### src/rtl/seq_sub_pkg.sv
// Shared definitions for the bit-serial subtractor: default operand width and FSM state encoding.
package seq_sub_pkg;

  localparam int unsigned SEQ_SUB_WIDTH = 4;

  typedef enum logic [1:0] {
    S_IDLE = 2'd0,
    S_RUN  = 2'd1,
    S_DONE = 2'd2
  } state_t;

endpackage

### src/rtl/full_subtractor.sv
// One-bit full subtractor: d = a - b - b_in, b_out set when the bit borrows.
module full_subtractor (
  output logic b_out,
  output logic d,
  input  logic a,
  input  logic b,
  input  logic b_in
);

  assign d     = a ^ b ^ b_in;
  assign b_out = (~a & b) | (~(a ^ b) & b_in);

endmodule

### src/rtl/seq_subtractor4b.sv
// Bit-serial subtractor: computes a - b - b_in one bit per clock, LSB first.
// Optional signed-overflow output v is built when SEQ_SUB_OVF_EN is defined.
module seq_subtractor4b
  import seq_sub_pkg::*;
#(
  parameter int unsigned WIDTH = SEQ_SUB_WIDTH
) (
  input  logic             clk,
  input  logic             rst_n,
  input  logic             start,
  input  logic [WIDTH-1:0] a,
  input  logic [WIDTH-1:0] b,
  input  logic             b_in,
  output logic [WIDTH-1:0] d,
  output logic             b_out,
  output logic             busy,
  output logic             done
`ifdef SEQ_SUB_OVF_EN
  ,
  output logic             v
`endif
);

  // One extra counter bit so the final increment to WIDTH never wraps.
  localparam int unsigned CW = $clog2(WIDTH) + 1;
  localparam logic [CW-1:0] LAST_BIT = CW'(WIDTH - 1);

  state_t           state;
  logic [WIDTH-1:0] a_sr;
  logic [WIDTH-1:0] b_sr;
  logic [WIDTH-1:0] res_sr;
  logic             borrow;
  logic [CW-1:0]    cnt;
  logic             fs_d;
  logic             fs_bo;
`ifdef SEQ_SUB_OVF_EN
  logic             a_msb;
  logic             b_msb;
`endif

  full_subtractor u_fs (
    .b_out (fs_bo),
    .d     (fs_d),
    .a     (a_sr[0]),
    .b     (b_sr[0]),
    .b_in  (borrow)
  );

  always_ff @(posedge clk or negedge rst_n) begin
    if (!rst_n) begin
      state  <= S_IDLE;
      a_sr   <= '0;
      b_sr   <= '0;
      res_sr <= '0;
      borrow <= 1'b0;
      cnt    <= '0;
      d      <= '0;
      b_out  <= 1'b0;
      busy   <= 1'b0;
      done   <= 1'b0;
`ifdef SEQ_SUB_OVF_EN
      a_msb  <= 1'b0;
      b_msb  <= 1'b0;
      v      <= 1'b0;
`endif
    end else begin
      case (state)
        S_IDLE: begin
          done <= 1'b0;
          if (start) begin
            a_sr   <= a;
            b_sr   <= b;
            borrow <= b_in;
            cnt    <= '0;
            busy   <= 1'b1;
            state  <= S_RUN;
`ifdef SEQ_SUB_OVF_EN
            a_msb  <= a[WIDTH-1];
            b_msb  <= b[WIDTH-1];
`endif
          end
        end
        S_RUN: begin
          borrow <= fs_bo;
          res_sr <= {fs_d, res_sr[WIDTH-1:1]};
          a_sr   <= a_sr >> 1;
          b_sr   <= b_sr >> 1;
          cnt    <= cnt + 1'b1;
          if (cnt == LAST_BIT) begin
            // fs_d is the MSB of the result on this final edge.
            d     <= {fs_d, res_sr[WIDTH-1:1]};
            b_out <= fs_bo;
            busy  <= 1'b0;
            done  <= 1'b1;
            state <= S_DONE;
`ifdef SEQ_SUB_OVF_EN
            v     <= (a_msb != b_msb) && (fs_d != a_msb);
`endif
          end
        end
        S_DONE: begin
          done  <= 1'b0;
          state <= S_IDLE;
        end
        default: begin
          busy  <= 1'b0;
          done  <= 1'b0;
          state <= S_IDLE;
        end
      endcase
    end
  end

endmodule

### config.mk
export PLATFORM = sky130hd
export DESIGN_NAME = seq_subtractor4b
export DESIGN_NICKNAME = d
export VERILOG_FILES = /design/src/rtl/seq_sub_pkg.sv /design/src/rtl/full_subtractor.sv /design/src/rtl/seq_subtractor4b.sv
export SDC_FILE = /design/constraint.sdc
export NUM_CORES = 1
export LEC_CHECK = 0
export ABC_AREA = 1
export BUFFER_PORTS_ARGS = -buffer_cell sky130_fd_sc_hd__buf_2
export CORE_AREA = 5 5 54 56
export CTS_CLUSTER_SIZE = 28
export DETAILED_ROUTE_END_ITERATION = 8
export DIE_AREA = 0 0 59 61
export PLACE_DENSITY = 0.69
export SLEW_MARGIN = 20
export SYNTH_ARGS = -nofsm -noshare
export SYNTH_HDL_FRONTEND = slang
export SYNTH_SLANG_ARGS = --single-unit
### constraint.sdc
create_clock -name clk -period 1.6 [get_ports clk]
set_input_delay 0.32 -clock clk [delete_from_list [all_inputs] [get_ports clk]]
set_output_delay 0.32 -clock clk [all_outputs]
set_load 0.05 [all_outputs]
==> flow_summary_export.csv, run 1 <==
group,metric,value,unit
status,outcome,"completed",
clock_tree,clk_latency,0.30,ns
cells_and_area,most-common-layout-cells,"nand2_1, dfrtp_1, nand3_1",
timing,maxSlewViolCount,0,
logic_synthesis,yosys.cell_types.count,16,
place,detailedPlacementHpwl,1.44,mm
global_route,grt_overall_usage,12.7,%
detailed_routing,routed_via_density,4.82,
timing,max_slew.worst_pin.slew,0.529,ns
logic_synthesis,ys_seq_area_share,54.2,%
power,report.power.total,2.81,mW
logic_synthesis,synthesized_area_per_cell,8.58,um^2
cells_and_area,layout-area-overhead-vs-synth,15.5,%
timing,hold_viol_final,0,
timing,fin_worst_hold_slack,0.216,ns
timing,fin_crit,1.33,ns
cells_and_area,num-fill-cells,248,
place,placed_instances,175,
global_route,antenna_found_initial,0,
timing,final.period_utilization,82.9,%
logic_synthesis,mappedNetlistArea,1110,um^2
clock_tree,cts_num_sinks,24,
timing,finalWorstSetupSlack,0.274,ns
floorplanning,rows,18,
run,cap_viol_max_count,0,
logic_synthesis,ys_warn_count,0,
setup_path,cp_slowest_stage_delay,0.42,ns
floorplanning,initial_utilization,46.4,%
place,count_of_port_buffers_added_during_placement,18,
clock_tree,cts_tree,"yes",
timing,relSlewSlack,64.7,%
detailed_routing,detail_route.first_pass.iterations,4,
place,globalplace.congestion,0.797,
cells_and_area,num_antenna_cells,0,
setup_path,ff2ff_path_depth,6,
cells_and_area,final_cell_area,1280,um^2
timing,setup_tns,0,ns
setup_path,worst-endpoint-required,1.82,ns
detailed_routing,detail_route.iter0.violations,35,
clock_tree,cts_setup_buffers,0,
global_route,grt_first_pass_wirelength,3.53,mm
power,power_density,2200,nW/um^2
cells_and_area,stdcell_count,180,
logic_synthesis,mappedNetlistNets,144,
logic_synthesis,synth_cells,129,
cells_and_area,mostFrequentLayoutCell,"nand2_1",
setup_path,cp_num_buf_inv,1,
detailed_routing,remaining_routing_drc_violations,0,
cells_and_area,post_route_cells_drive_above_1_share,19.3,%
setup_path,critical_path_end_type,"register",
setup_path,class_of_the_most_critical_setup_path,"register to register",
place,postPlaceCellArea,1220,um^2
clock_tree,postCtsResizedCells,0,
setup_path,critical_path_cell_count,6,
timing,setup-violations-final,0,
power,peakVddDrop,1.09,mV
min_path,hold_depth,3,
clock_tree,ctsHtreeMaxLevel,1,
global_route,grt_max_degree,25,
floorplanning,die_x,59,um
setup_path,startpoint_of_the_worst_register_to_register_path,"cnt[0]",
min_path,type_of_the_most_critical_hold_path,"primary input to register",
power,power.static_leakage,0.711,nW
detailed_routing,routed_wirelength,2.02,mm
floorplanning,dieArea,3600,um^2
setup_path,worst-path-max-fanout,10,
cells_and_area,finish.utilization,53.6,%
detailed_routing,via_count,867,
timing,worst_clock_skew,0.00253,ns
detailed_routing,remaining_antenna_violation_count_after_routing,0,
clock_tree,tritoncts.num_buffers,3,
floorplanning,ios,19,
setup_path,timing.critical_path.cells,"ha_1 -> ha_1 -> nand2_2 -> inv_1 -> nand2_1 -> nand2_1",
clock_tree,path_clk_slew,0.13,ns
timing,rsz0062_at_grt,"no",
clock_tree,cts_hold_repair.buffers,1,
place,pre_cts_slack,0.295,ns
timing,max_freq,754,MHz
detailed_routing,drt-wirelength-per-cell,11.2,um
logic_synthesis,synth_seq_cells,24,
cells_and_area,nets,166,
setup_path,start_kind,"register",
global_route,grt_overflow_total,0,
clock_tree,root_buffer,"clkbuf_4",
floorplanning,die_height,61,um
setup_path,cpLargestDelayFamily,"adder cells",
floorplanning,core-area,2390,um^2
clock_tree,cts_buffer_depth,2,
setup_path,startpoint,"cnt[0]",
setup_path,worst_path_max_delay_cell,"dfrtp_1",
global_route,first_global_vias,817,
min_path,hp-start,"b[3]",
setup_path,crit_arrival,1.54,ns
[flip-flops by register name (all words and copies together), names as in the netlist]
register,flops
state,2
res_sr,3
a_sr,4
borrow,1
busy,1
b_sr,4
b_out,1
d,4
cnt,3
done,1
[synth_stat cells]
cell	n	area, um^2
inv_1	21	78.8
nand2_2	3	18.8
nand2_1	28	105
inv_2	1	3.75
o21ai_0	6	30.0
buf_6	1	11.3
a21oi_1	1	5.00
nand2_4	1	11.3
buf_4	3	22.5
o21ai_1	4	20.0
ha_1	2	25.0
fa_1	1	20.0
nor2_1	9	33.8
dfrtp_1	24	601
nand3_1	23	115
o22ai_1	1	6.26
[routing by layer]
metal  GRT usage [%]  wire [um]  vias up
li1                -          -      445
met1            18.9        966      394
met2            18.6        927       26
met3            2.77        116        2
met4            3.88         14        0
met5               0          0        -
[report_power, final]
part	total, mW	switching (mW)	internal [mW]	leakage (nW)
combinational	1.34	0.906	0.431	0.384
clock	0.430	0.177	0.253	0.0279
sequential	1.05	0.159	0.887	0.299
[tightest hold or removal path, delay by kind of cell]
kind	cells	cell delay [ns]
AOI/OAI and AO/OA	1	0.06
and+or+nand+nor	1	0.04
buffers and inverters	1	0.08
[cells by family (layout without fill, tap and decap cells)]
family          count (synthesis)  in the layout  share of synthesized area [%]
compound gates                 12             12                           5.54
fa+ha+maj                       3              3                           4.07
buf+inv                        26             47                           10.5
flops                          24             24                           54.2
simple gates                   64             64                           25.6
[final cells by class]
cell class / instances / area [um^2] / share of cell area, %
flip-flops and latches: 24 / 601 / 47.0
clock inverters: 1 / 30.0 / 2.35
well taps: 30 / 37.5 / 2.94
inverters: 22 / 82.6 / 6.46
multi-input cells: 79 / 390 / 30.5
clock buffers: 3 / 22.5 / 1.76
repair buffers: 21 / 115 / 9.00
[final timing paths]
| check | endpoint | slack (ns) |
|---|---|---|
| setup / recovery | d[0] | 0.27 |
| hold / removal | b_sr[3] | 0.22 |
| setup reg to reg | d[0] | 0.27 |
| hold reg to reg | d[0] | 0.49 |
| max in group asynchronous | a_sr[0] | 0.74 |
| min in group asynchronous | d[2] | 0.50 |
(Power assumes the default switching activity.)
==> run 2: changes to the inputs <==
- clock period: 1.6 -> 1.4 ns (I/O delays scaled with it)
==> run 2 against run 1 <==
Against the previous run: setup slack worse by 0.17 ns; critical endpoint unchanged; hold slack got worse by 0.047 ns; critical path depth is the same; fmax up 2.1%; register-to-register slack got worse by 0.17 ns; total power increased by 14%; die area stayed put; highest routed layer unchanged; wire length is 3.7% higher.
==> flow_summary_export.csv, run 2 (synthesis results as in run 1) <==
group,metric,value,unit
clock_tree,ctsHtreeMaxLevel,1,
setup_path,crit_arrival,1.51,ns
place,count_of_port_buffers_added_during_placement,18,
timing,maxSlewViolCount,0,
global_route,grt_max_degree,25,
min_path,type_of_the_most_critical_hold_path,"primary input to register",
cells_and_area,ff_latch_area,601,um^2
cells_and_area,post_route_cells_drive_above_1_share,20.9,%
detailed_routing,remaining_antenna_violation_count_after_routing,0,
place,detailedPlacementHpwl,1.50,mm
power,pwr-share-seq,37.3,%
global_route,top_usage_layer,"met2",
clock_tree,cts_num_sinks,24,
detailed_routing,detail_route.first_pass.iterations,5,
floorplanning,initial_utilization,46.4,%
detailed_routing,drt-wirelength-per-cell,11.5,um
detailed_routing,detail_route.iter0.violations,23,
floorplanning,die_x,59,um
cells_and_area,nets,169,
floorplanning,core-area,2390,um^2
power,power.static_leakage,0.722,nW
timing,setup-violations-final,0,
setup_path,ff2ff_path_depth,6,
clock_tree,root_buffer,"clkbuf_4",
place,globalplace.congestion,0.778,
detailed_routing,routed_wirelength,2.10,mm
setup_path,start_kind,"register",
timing,relSlewSlack,64.5,%
global_route,grt_first_pass_wirelength,3.66,mm
setup_path,reg_to_reg_critical_path_endpoint,"d[0]",
timing,hold_viol_final,0,
setup_path,critical_path_end_type,"register",
setup_path,worst-endpoint-required,1.62,ns
floorplanning,die_height,61,um
timing,fin_worst_hold_slack,0.170,ns
power,combinationalPowerShare,51.5,%
detailed_routing,routed_via_density,4.84,
cells_and_area,finish.utilization,54.4,%
timing,fin_crit,1.30,ns
clock_tree,cts_buffer_depth,2,
timing,final.period_utilization,92.8,%
clock_tree,cts_tree,"yes",
run,cap_viol_max_count,0,
cells_and_area,reg_top3,"a_sr x4, b_sr x4, d x4",
power,power_density,2480,nW/um^2
setup_path,setup.worst_path.end,"d[0]",
floorplanning,rows,18,
global_route,grt_overall_usage,13.4,%
global_route,first_global_vias,833,
cells_and_area,num_antenna_cells,0,
power,peakVddDrop,1.20,mV
global_route,antenna_found_initial,0,
setup_path,class_of_the_most_critical_setup_path,"register to register",
detailed_routing,via_count,885,
timing,max_freq,770,MHz
cells_and_area,num-fill-cells,245,
setup_path,startpoint_of_the_worst_register_to_register_path,"cnt[0]",
power,power_report.internal_total,1.76,mW
power,power_switching,1.46,mW
clock_tree,tritoncts.num_buffers,3,
global_route,groute.layer.met3.usage,2.98,%
cells_and_area,most-common-layout-cells,"nand2_1, dfrtp_1, nand3_1",
cells_and_area,stdcell_count,183,
global_route,grt_overflow_total,0,
timing,worst_clock_skew,0.00700,ns
setup_path,startpoint,"cnt[0]",
power,clkPwrFrac,11.3,%
cells_and_area,layout-area-overhead-vs-synth,17.2,%
floorplanning,dieArea,3600,um^2
setup_path,r2r_slack,0.10,ns
place,placed_instances,178,
clock_tree,cts_hold_repair.buffers,1,
global_route,grtUsageMet2,19.4,%
detailed_routing,remaining_routing_drc_violations,0,
clock_tree,cts_setup_buffers,0,
timing,max_slew.worst_pin.slew,0.532,ns
timing,rsz0062_at_grt,"no",
clock_tree,path_clk_slew,0.12,ns
timing,setup_tns,0,ns
cells_and_area,multi_input_logic_area,390,um^2
power,swShare,45.4,%
global_route,met1_usage_in_global_routing,19.1,%
status,outcome,"completed",
clock_tree,clk_latency,0.31,ns
setup_path,worst-path-max-fanout,10,
clock_tree,postCtsResizedCells,0,
cells_and_area,mostFrequentLayoutCell,"nand2_1",
floorplanning,ios,19,
run 2: cell count changes in the layout (fill, tap and decap cells not counted):
cell       previous run  this run
clkbuf_8              0         1
buf_4                 2         4
buf_12                0         1
bufinv_16             1         0
run 2: power groups by stage:
stage	logic, mW	clock network (mW)	registers, mW
2_1_floorplan	0.971	0	1.47
3_3_place_gp	1.62	0	1.20
3_5_place_dp	1.66	0	1.21
4_1_cts	1.67	0.377	1.20
5_1_grt	1.86	0.411	1.25
6_report	1.66	0.363	1.20
run 2: layer usage:
metal	share of wire [%]	wire length [um]
met1	50	1050
met2	44	922
met3	5.1	108
met4	1.1	23
met5	0	0
run 2: final cells by class:
| class | instances | area share (%) |
|---|---|---|
| flip-flops and latches | 24 | 46.3 |
| multi-input cells | 79 | 30.1 |
| repair buffers | 24 | 11.6 |
| inverters | 22 | 6.36 |
| well taps | 30 | 2.89 |
| clock buffers | 4 | 2.80 |
run 2: worst min-delay path by stage:
| stage | startpoint | to | cells past startpoint |
|---|---|---|---|
| after floorplan | rst_n | a_sr[0] | 0 |
| after global placement | rst_n | b_out | 1 |
| after detailed placement | rst_n | d[2] | 1 |
| after CTS | a[3] | a_sr[3] | 3 |
| after global routing | a[3] | a_sr[3] | 3 |
| final | a[3] | a_sr[3] | 3 |
run 2: critical path: stages, from the launching register on:
cell	delay (ns)
dfrtp_1	0.42
ha_1	0.21
ha_1	0.23
nand2_2	0.17
inv_1	0.08
nand2_1	0.06
nand2_1	0.04
run 2: metrics by stage:
stage / setup WS (ns) / total power [mW] / instance area [um^2]
final: 0.101 / 3.22 / 1300
after global routing: 0.0221 / 3.52 / 1300
after CTS: 0.102 / 3.25 / 1300
after detailed placement: 0.137 / 2.87 / 1250
after global placement: 0.171 / 2.82 / 1250
after floorplan: 0.221 / 2.45 / 1110
